===== src/rtl/fetch_pc_unit.sv =====
// Instruction-fetch front end: program counter, half-adder PC+4 chain and IF/ID pipeline register.
// Redirects flush IF/ID with a NOP bubble; stalls freeze PC, IF/ID and the fetch counter.
module fetch_pc_unit #(
    parameter int unsigned     XLEN     = 32,
    parameter logic [XLEN-1:0] RESET_PC = '0
) (
    input  logic            clk,
    input  logic            rst,
    input  logic            stall,
    input  logic            redirect,
    input  logic [XLEN-1:0] redirect_pc,
    output logic [XLEN-1:0] imem_addr,
    input  logic [XLEN-1:0] imem_rdata,
    output logic [XLEN-1:0] if_id_pc,
    output logic [XLEN-1:0] if_id_pc4,
    output logic [31:0]     if_id_instr,
    output logic            if_id_valid,
    output logic            misalign,
    output logic [31:0]     fetch_count
);

    localparam logic [31:0] Nop = 32'h0000_0013;

    logic [XLEN-1:0] pc_q, pc_d;
    logic [XLEN-1:0] pc4;
    logic [XLEN-1:0] if_id_pc_q, if_id_pc_d;
    logic [XLEN-1:0] if_id_pc4_q, if_id_pc4_d;
    logic [31:0]     if_id_instr_q, if_id_instr_d;
    logic            if_id_valid_q, if_id_valid_d;
    logic            misalign_q, misalign_d;
    logic [31:0]     fetch_count_q, fetch_count_d;
    logic            carry;

    // Ripple of half adders from bit 2 with carry-in 1; carry out of the MSB is dropped.
    always_comb begin
        pc4   = pc_q;
        carry = 1'b1;
        for (int i = 2; i < XLEN; i++) begin
            pc4[i] = pc_q[i] ^ carry;
            carry  = pc_q[i] & carry;
        end
    end

    always_comb begin
        pc_d          = pc_q;
        if_id_pc_d    = if_id_pc_q;
        if_id_pc4_d   = if_id_pc4_q;
        if_id_instr_d = if_id_instr_q;
        if_id_valid_d = if_id_valid_q;
        misalign_d    = misalign_q;
        fetch_count_d = fetch_count_q;
        if (redirect) begin
            // Redirect wins over stall; IF/ID PCs are left untouched under the bubble.
            pc_d          = {redirect_pc[XLEN-1:2], 2'b00};
            misalign_d    = (redirect_pc[1:0] != 2'b00);
            if_id_valid_d = 1'b0;
            if_id_instr_d = Nop;
        end else if (!stall) begin
            pc_d          = pc4;
            if_id_pc_d    = pc_q;
            if_id_pc4_d   = pc4;
            if_id_instr_d = imem_rdata[31:0];
            if_id_valid_d = 1'b1;
            fetch_count_d = fetch_count_q + 32'd1;
        end
    end

    always_ff @(posedge clk or posedge rst) begin
        if (rst) begin
            pc_q          <= RESET_PC;
            if_id_pc_q    <= '0;
            if_id_pc4_q   <= '0;
            if_id_instr_q <= Nop;
            if_id_valid_q <= 1'b0;
            misalign_q    <= 1'b0;
            fetch_count_q <= '0;
        end else begin
            pc_q          <= pc_d;
            if_id_pc_q    <= if_id_pc_d;
            if_id_pc4_q   <= if_id_pc4_d;
            if_id_instr_q <= if_id_instr_d;
            if_id_valid_q <= if_id_valid_d;
            misalign_q    <= misalign_d;
            fetch_count_q <= fetch_count_d;
        end
    end

    assign imem_addr   = pc_q;
    assign if_id_pc    = if_id_pc_q;
    assign if_id_pc4   = if_id_pc4_q;
    assign if_id_instr = if_id_instr_q;
    assign if_id_valid = if_id_valid_q;
    assign misalign    = misalign_q;
    assign fetch_count = fetch_count_q;

endmodule


===== config.mk =====
export PLATFORM = sky130hd
export DESIGN_NAME = fetch_pc_unit
export DESIGN_NICKNAME = d
export VERILOG_FILES = /design/src/rtl/fetch_pc_unit.sv
export SDC_FILE = /design/constraint.sdc
export NUM_CORES = 1
export LEC_CHECK = 0
export ABC_CLOCK_PERIOD_IN_PS = 8200
export CORE_AREA = 5 5 151 153
export DETAILED_ROUTE_END_ITERATION = 10
export DIE_AREA = 0 0 156 158
export GPL_ROUTABILITY_DRIVEN = 0
export HOLD_SLACK_MARGIN = 0.06
export PLACE_DENSITY_LB_ADDON = 0.08
export SYNTH_ARGS = -nofsm -noshare
export SYNTH_HDL_FRONTEND = slang
export SYNTH_SLANG_ARGS = --single-unit

===== constraint.sdc =====
create_clock -name clk -period 8.2 [get_ports clk]
set_input_delay 1.23 -clock clk [delete_from_list [all_inputs] [get_ports clk]]
set_output_delay 1.23 -clock clk [all_outputs]
set_load 0.05 [all_outputs]

# Word level (Yosys, flattened, before mapping)
# Index checks and enable logic that the tools add are counted.
# word_totals
ff_bits	162
out_inout_bits	162
# classes
n_addsub	1
eq_ne	1
muxes	6
n_bitwise	60
reduce_logical	2
# ops
cell	n
two-way mux 32 bit	4
adder 32 x 1 -> 32 bit, second input constant	1
bitwise XOR 1 bit	29
AND 1 bit	28
inverter 1 bit	3
two-way mux 1 bit	2
inequality test 2 x 1 -> 1 bit, second input constant	1
AND reduction 2 bit	1
nonzero test 2 bit	1

# Logic depth before layout (Yosys ltp)
# Gate-level depths: netlist (run 1).
# depth
depth_word	31
depth_mapped	31

# Least setup slack after synthesis (run 1)
# Ideal clock, no wire load.
# synth_path
kind	register to register
from	register pc_q[2], in the netlist imem_addr[2]
to	register pc_q[31], in the netlist imem_addr[31]
arrival_ps	5897
slack_ps	2221
path_stages_with_launch	32
path_buffers	0
cell_sequence	dfrtp_1 > ha_1 > ha_1 > ha_1 > ha_1 > ha_1 > ha_1 > ha_1 > ha_1 > ha_1 > ha_1 > ha_1 > ha_1 > ha_1 > ha_1 > ha_1 > ha_1 > ha_1 > ha_1 > ha_1 > ha_1 > ha_1 > ha_1 > ha_1 > ha_1 > ha_1 > ha_1 > ha_1 > ha_1 > nor2b_1 > xnor2_1 > o21ai_0
# synth_via
elab_chain_cells	31
# synth_rtl
element	line	text
start: declaration	24	logic [XLEN-1:0] pc_q, pc_d;
start signal: assignment	78	pc_q <= pc_d;
AND 1 bit (28 in series)	40	carry = pc_q[i] & carry;
bitwise XOR 1 bit	39	pc4[i] = pc_q[i] ^ carry;
two-way mux 32 bit	58	end else if (!stall) begin
two-way mux 32 bit	52	if (redirect) begin
# Every way passes these cells. The select of a mux whose other input is x is not followed.
# A chain may end at the register's enable or synchronous reset.

# Worst setup path after layout (run 1)
# Same ends and word-level chain as after synthesis.

==> results.cfg, run 1 <==
[outcome]
outcome = complete, no violations

[synthesis]
yosysMostFrequentCell = dfrtp_1
synth_top_cell_area_share_pct = 55.6
synthTopCellsByCount = 153 x dfrtp_1, 59 x mux2_2, 57 x mux2i_1
synthCells = 538
synth_top_area_cell = dfrtp_1
ys_async_sr_fraction_pct = 100
yosys_register_bits = 156
yosysWarnings = 0
ys_types = 35
synth_flop_cell = dfrtp_1
yosysSeqAreaShare_pct = 56.8
synth_edf_count = 0
avgSynthCellArea_um2 = 12.8
netlist_area_um2 = 6880
netlist_top_cells_area = dfrtp_1 56%, mux2_2 9.7%, mux2i_1 8.3%, ha_1 5.3%, nand2_1 2.3%

[clock_tree]
htreeDepth = 4
cts.root.buffer_cell = clkbuf_16
cts_made_buffers = 17
clk_pin_slew_ns = 0.06
clk_latency_ns = 0.41
cts.path.max_buffers = 2
clock_sinks = 156
post_cts_buffers = 0
ctsResizeCount = 0
cts_tree = done
hold_buffers = 0

[cells_and_area]
syn2layout_area_growth_pct = 44.5
layout.nets = 854
diodes = 0
drive_gt1_share_pct = 13.9
nFillCells = 1962
fin_util_pct = 46.4

[setup_path]
worst-path-stages = 31
crit_slowest_cell = dfrtp_1
cp_top_family = adder cells
rr_endpoint = imem_addr[31]
cp.required_ns = 8.46
cp_num_buf_inv = 0
crit_arrival_ns = 6.44
rr_worst_depth = 31
cp_common_cell = ha_1
worst_setup_path_start_kind = flop
end_kind = flop
reg2reg_from = imem_addr[2]
crit_end = imem_addr[31]
path_max_fanout = 5
crit_type = flop to flop
startpoint = imem_addr[2]
reg2reg_slack_ns = 2.03
max_stage_delay_ns = 0.43

[global_route]
grt_pass1_wl_um = 29200
antenna_found_initial = 0
track_usage_pct = 14.9
grt_overflow_total = 0
grt_max_degree = 83
first_global_vias = 5387

[floorplanning]
die_x_um = 156
initial_core_util_pct = 32.1
core_area_um2 = 21400
die-area_um2 = 24600
ios = 230
fp.dieH_um = 158
num_rows = 54

[pwr]
p_per_area_nw_per_um2 = 258
p_leak_nw = 4.48
peakVddDrop_mv = 0.134

[route]
drt-initial-drc-count = 189
detail_route.wl_per_cell_um = 17.1
drt_first_pass_iters = 4
wirelength_um = 17900
drc = 0
num_vias = 4859
antenna_left = 0
top_layer = met4
dr_wl_met2_um = 8200
dr_wl_met3_um = 1720
routed_via_density = 4.64
met1_length_um = 7830

[min_path]
hold_path.class = flop to flop
min_path_cells = 1

[timing]
max_clock_freq_ghz = 0.162
slew_viol_final = 0
setup_tns_ns = 0
min_period_over_period_pct = 75.3
fin_crit_ns = 6.17
finalHoldViolCount = 0
tightest_slew_ns = 0.996
relSlewSlack_pct = 33.6
fin_skew_ns = 0.00772
rsz0062_at_grt = no
finalSetupViolCount = 0

[flow_run]
maxCapViolCount = 0

[placed_design]
dp_hpwl_um = 12600
portBuffers = 223
-- cells in the final DEF, fill, tap and decap left out, drive strengths merged --
cell type	n
clkdlybuf4s50	221
dfrtp	153
mux2	59
mux2i	57
nand2	43
nor2	37
o21ai	30
ha	29
clkbuf	19
xor2	18
xnor2	16
nand3	10
nor3	8
nand4	7
and4	6
and3	6
conb	6
buf	6
clkinv	5
nor2b	4
a21oi	4
bufinv	4
inv	4
a211o	3
dfstp	3
nor4	3
nor3b	3
clkinvlp	2
and4bb	1
and2	1
-- sequential cells by signal (all words and copies together) (netlist names) --
| name | cells |
|---|---|
| fetch_count | 32 |
| if_id_instr | 32 |
| if_id_pc4 | 30 |
| if_id_pc | 30 |
| imem_addr | 30 |
| if_id_valid | 1 |
| misalign | 1 |
-- layer usage --
metal / global-route usage (%) / up-vias
met4: 4.00 / 0
met1: 19.0 / 2386
met5: 0 / -
met2: 23.4 / 160
met3: 6.34 / 9
li1: - / 2304
-- logic make-up after synthesis --
| kind of cell | Yosys count | share of synthesized area, % |
|---|---|---|
| buffers and inverters | 36 | 2.80 |
| other | 1 | 0.0545 |
| DFF | 156 | 56.8 |
| xor gates and xnor gates | 34 | 4.33 |
| AOI/OAI and AO/OA | 37 | 2.85 |
| muxes | 116 | 17.9 |
| and+or+nand+nor | 129 | 10.0 |
| adders and majority gates | 29 | 5.27 |
-- through the flow --
stage / cell area (um2) / setup slack, ns / hold slack, ns / power, W / instances
floorplan: 6900 / 2.22 / 0.721 / 0.00147 / 543
CTS: 9950 / 1.93 / 0.477 / 0.00261 / 1048
global placement: 9340 / 2.00 / 0.464 / 0.00176 / 1018
finish: 9950 / 2.03 / 0.468 / 0.00256 / 1048
global route: 9950 / 1.70 / 0.498 / 0.00268 / 1048
detailed placement: 9340 / 1.98 / 0.463 / 0.00177 / 1018
-- layout make-up --
| class | count | area (um2) | area share [%] |
|---|---|---|---|
| inverters | 4 | 20.0 | 0.201 |
| repair buffers | 227 | 2260 | 22.7 |
| well taps | 280 | 350 | 3.52 |
| multi-input cells | 351 | 2810 | 28.2 |
| clock buffers | 19 | 433 | 4.35 |
| clock inverters | 11 | 171 | 1.72 |
| flip-flops and latches | 156 | 3910 | 39.3 |
-- report_power, final --
part | internal, W | leakage (nW) | switching [W]
Sequential | 0.000870 | 1.97 | 0.0000752
Combinational | 0.000285 | 2.23 | 0.000516
Clock | 0.000506 | 0.289 | 0.000310
Total | 0.00166 | 4.48 | 0.000901
-- how the worst min path moves through the flow --
stage	start	slack (ns)	endpoint
finish	fetch_count[31]	0.47	fetch_count[31]
global route	fetch_count[31]	0.50	fetch_count[31]
CTS	fetch_count[31]	0.48	fetch_count[31]
detailed placement	fetch_count[31]	0.46	fetch_count[31]
global placement	fetch_count[31]	0.46	fetch_count[31]
floorplan	if_id_instr[0]	0.72	if_id_instr[0]
No activity file was read; power rests on OpenSTA's default activity.
==> run 2, diff against run 1 <==
Settings changed: ABC_CLOCK_PERIOD_IN_PS 8200 to 6000.
Clock period 8.2 ns to 6 ns, I/O delays scaled along.
==> run 2 against run 1 <==
Effect of this change:
- clock-buffer cell count rose by 1
- routed wire length shrank 0.89%
- largest power group unchanged
- clock skew is 0.0074 ns higher
- final cell count increased by 0.38%
- critical path depth unchanged
==> results.cfg, run 2 (synthesis results as in run 1) <==
[timing]
fin_crit_ns = 5.74
layout_setup_ws_ns = 0.264
hold_ws_ns = 0.468
max_clock_freq_ghz = 0.174
finalHoldViolCount = 0
slew_viol_final = 0
relSlewSlack_pct = 31.7
tightest_slew_ns = 1.03
rsz0062_at_grt = no
finalSetupViolCount = 0
min_period_over_period_pct = 95.6
fin_skew_ns = 0.0151

[route]
drc = 0
detail_route.wl_per_cell_um = 16.9
wirelength_um = 17700
drt-initial-drc-count = 135
antenna_left = 0
routed_via_density = 4.57
drt_first_pass_iters = 4
num_vias = 4808

[setup_path]
path_max_fanout = 4
reg2reg_slack_ns = 0.26
cp_common_cell = ha_2
cp_num_buf_inv = 0
max_stage_delay_ns = 0.41
cp_top_family = adder cells
crit_slowest_cell = dfrtp_1
crit_type = flop to flop
end_kind = flop
crit_arrival_ns = 5.99
worst_setup_path_start_kind = flop
cp.required_ns = 6.25

[global_route]
track_usage_pct = 14.7
grt_pass1_wl_um = 28500
antenna_found_initial = 0
grt_max_degree = 99
grt_overflow_total = 0
first_global_vias = 5249

[cells_and_area]
final_cell_mix = 221 x clkdlybuf4s50_1, 153 x dfrtp_1, 59 x mux2_2, 57 x mux2i_1, 42 x nand2_1
diodes = 0
drive_gt1_share_pct = 16.8
stdcell_area_um2 = 10000
layout.nets = 856
final_common_cell = clkdlybuf4s50_1
syn2layout_area_growth_pct = 45.7

[clock_tree]
clk_pin_slew_ns = 0.07
cts_tree = done
cts.root.buffer_cell = clkbuf_16
cts.path.max_buffers = 2
cts_made_buffers = 17
clock_sinks = 156
clk_latency_ns = 0.42
htreeDepth = 4
hold_buffers = 0

[floorplanning]
die_x_um = 156
ios = 230
core_area_um2 = 21400
initial_core_util_pct = 32.1
fp.dieH_um = 158
die-area_um2 = 24600
num_rows = 54

[pwr]
p_leak_nw = 4.45
peakVddDrop_mv = 0.183
total_power_w = 0.00354
p_per_area_nw_per_um2 = 353

[placed_design]
dp_hpwl_um = 12400
portBuffers = 223
dpl-instance-area_um2 = 9360
place_ws_ns = -0.193

[outcome]
outcome = complete, no violations

[flow_run]
maxCapViolCount = 0

[min_path]
hold_path.class = flop to flop
-- run 2: cell count changes in the layout (fill, tap and decap cells not counted), moves of 2 or more --
| cell | change |
|---|---|
| ha_2 | +20 |
| ha_1 | -20 |
| clkinv_2 | -2 |
| inv_6 | +3 |
| buf_4 | +2 |
-- run 2: per-layer routing --
layer	share of wire, %	global-route usage [%]	wire length [um]
met1	43	18.5	7640
met2	47	23.2	8250
met3	9.6	6.53	1710
met4	0.78	3.88	138
met5	0	0	0
-- run 2: worst paths after layout --
| path | end | start | cells after the start |
|---|---|---|---|
| min in group asynchronous | fetch_count[29] | rst | 2 |
| setup reg to reg | imem_addr[31] | imem_addr[3] | 31 |
| hold reg to reg | fetch_count[31] | fetch_count[31] | 1 |
| max in group asynchronous | if_id_pc[14] | rst | 3 |
| hold / removal | fetch_count[31] | fetch_count[31] | 1 |
| setup / recovery | imem_addr[31] | imem_addr[3] | 31 |
-- run 2: final cells by class --
cell class              instances  area, um2
clock inverters                12        186
repair buffers                229       2270
fillers                      1942      11400
clock buffers                  20        437
multi-input cells             351       2860
inverters                       4       20.0
flip-flops and latches        156       3910
well taps                     280        350
-- run 2: worst register-to-register path, delay by kind of cell, from the launching register on --
kind | cells | cell delay (ns)
and+or+nand+nor | 1 | 0.13
adders and majority gates | 28 | 4.77
DFF | 1 | 0.41
AOI/OAI and AO/OA | 1 | 0.07
xor gates and xnor gates | 1 | 0.17
-- run 2: repair_timing --
item                                    4_1_cts  5_1_grt
pin swaps                                     2        2
setup buffers                                 0        0
endpoints found under the setup margin        4        4
cloned                                        0        0
resized for setup                            11       10
hold endpoints to repair                      0        0
-- run 2: report_power, final --
part / leakage [nW] / switching, W / internal, W / total, W
Clock: 0.292 / 0.000446 / 0.000703 / 0.00115
Sequential: 1.97 / 0.000102 / 0.00119 / 0.00129
Combinational: 2.19 / 0.000705 / 0.000394 / 0.00110
Total: 4.45 / 0.00125 / 0.00229 / 0.00354
-- run 2: per-stage QoR --
step                      util (%)  TNS [ns]  instances
after floorplan                  -         0        543
after global placement        43.7    -0.255       1020
after detailed placement      43.7    -0.421       1020
after CTS                     46.7         0       1052
after global routing          46.8         0       1052
final                         46.8         0       1052
==> run 3, diff against run 2 <==
Settings changed: CORE_AREA 5 5 151 153 to 2 2 126 128, DIE_AREA 0 0 156 158 to 0 0 128 130, SKIP_LAST_GASP from default to 1.
==> run 3 against run 2 <==
Effect of this change:
- first-iteration DRC count increased by 87%
- clock power fell by 15%
- global-route usage is 5.5 points higher
- critical path type unchanged
- highest routed layer unchanged
- die area decreased by 32%
- register-to-register slack barely moved
- core utilization rose by 17 points
- power is 4.7% lower
==> results.cfg, run 3 (synthesis results as in run 1) <==
[min_path]
worstHoldStart = fetch_count[31]
min_path_cells = 1
min_to = fetch_count[31]
hold_path.class = flop to flop

[setup_path]
cp_top_family = adder cells
worst_setup_path_start_kind = flop
reg2reg_slack_ns = 0.27
crit_slowest_cell = dfrtp_1
cp_num_buf_inv = 0
rr_endpoint = imem_addr[31]
cp.required_ns = 6.25
rr_worst_depth = 31
end_kind = flop
crit_arrival_ns = 5.98
crit_type = flop to flop
path_max_fanout = 2
max_stage_delay_ns = 0.39
cp_common_cell = ha_2
reg2reg_from = imem_addr[2]

[route]
drt_first_pass_iters = 4
drt-initial-drc-count = 252
num_vias = 4868
antenna_left = 0
wirelength_um = 16500
drc = 0
detail_route.wl_per_cell_um = 17.1
routed_via_density = 5.04

[global_route]
grt_max_degree = 108
first_global_vias = 5133
track_usage_pct = 20.2
antenna_found_initial = 0
grt_pass1_wl_um = 26300
grt_overflow_total = 0

[timing]
tightest_slew_ns = 1.02
slew_viol_final = 0
finalHoldViolCount = 0
min_period_over_period_pct = 95.5
fin_crit_ns = 5.73
finalSetupViolCount = 0
rsz0062_at_grt = no
layout_setup_ws_ns = 0.270
relSlewSlack_pct = 31.8
max_clock_freq_ghz = 0.175
fin_skew_ns = 0.0118

[cells_and_area]
drive_gt1_share_pct = 15.8
layout.nets = 857
diodes = 0
fin_util_pct = 63.7
nFillCells = 1222
final_cell_mix = 221 x clkdlybuf4s50_1, 153 x dfrtp_1, 59 x mux2_2, 57 x mux2i_1, 42 x nand2_1
final_common_cell = clkdlybuf4s50_1
syn2layout_area_growth_pct = 42.8

[placed_design]
place_ws_ns = -0.155
portBuffers = 223
dp_hpwl_um = 11400

[pwr]
peakVddDrop_mv = 0.200
p_leak_nw = 4.43
p_per_area_nw_per_um2 = 343

[clock_tree]
clock_sinks = 156
cts_tree = done
clk_pin_slew_ns = 0.06
htreeDepth = 4
clk_latency_ns = 0.41
cts.path.max_buffers = 2
cts.root.buffer_cell = clkbuf_16
hold_buffers = 0
cts_made_buffers = 17

[outcome]
outcome = complete, no violations

[floorplanning]
core_area_um2 = 15400
die_x_um = 128
ios = 230
die-area_um2 = 16600
fp.dieH_um = 130
num_rows = 46
initial_core_util_pct = 44.6

[flow_run]
maxCapViolCount = 0
run 3: cell types whose count changed in the layout (fill, tap and decap cells not counted), moves of 3 or more:
cell,delta
clkbuf_1,+6
bufinv_16,-3
clkinv_2,+3
clkinvlp_4,-3
ha_1,+3
ha_2,-3
inv_6,-3
run 3: through the flow:
stage          cells  instance area, um2  hold slack, ns  setup TNS [ns]  total power (W)
3_5_place_dp     932                9250           0.471          -0.334          0.00241
5_1_grt          965                9830           0.492               0          0.00351
4_1_cts          965                9800           0.482               0          0.00341
6_report         965                9830           0.469               0          0.00337
3_3_place_gp     932                9250           0.465         -0.0673          0.00239
2_1_floorplan    543                6900           0.721               0          0.00200
run 3: power breakdown:
part | switching [W] | leakage [nW] | total, W | internal, W
sequential | 0.000102 | 1.97 | 0.00129 | 0.00119
combinational | 0.000704 | 2.20 | 0.00110 | 0.000395
clock | 0.000388 | 0.260 | 0.000980 | 0.000591
run 3: how the worst max path moves through the flow:
stage                       from            end  slack, ns  cells after the start
finish              imem_addr[2]  imem_addr[31]       0.27                     31
detailed placement  imem_addr[3]  imem_addr[31]      -0.16                     31
global route        imem_addr[2]  imem_addr[31]      0.003                     31
global placement    imem_addr[3]  imem_addr[31]      -0.04                     31
CTS                 imem_addr[3]  imem_addr[31]       0.01                     31
floorplan           imem_addr[2]  imem_addr[31]       0.02                     31
run 3: cell type report:
type                    count  area [um2]  share of cell area [%]
repair buffers            230        2280                    23.2
multi-input cells         351        2850                    29.0
well taps                 192         240                    2.44
clock buffers              28         487                    4.95
clock inverters             4        45.0                   0.458
inverters                   4        20.0                   0.204
flip-flops and latches    156        3910                    39.8
run 3: layer usage:
metal  vias to the layer above  routed length (um)  GRT usage (%)
li1                       2301                   -              -
met1                      2390                7050           24.3
met2                       157                8050           34.5
met3                        20                1080           6.15
met4                         0                 312           7.63
met5                         -                   0              0
run 3: what timing repair did:
item | in CTS | in global routing
pin swaps | 2 | 2
endpoints found under the setup margin | 4 | 4
setup buffers | 1 | 0
gates resized for setup | 8 | 10
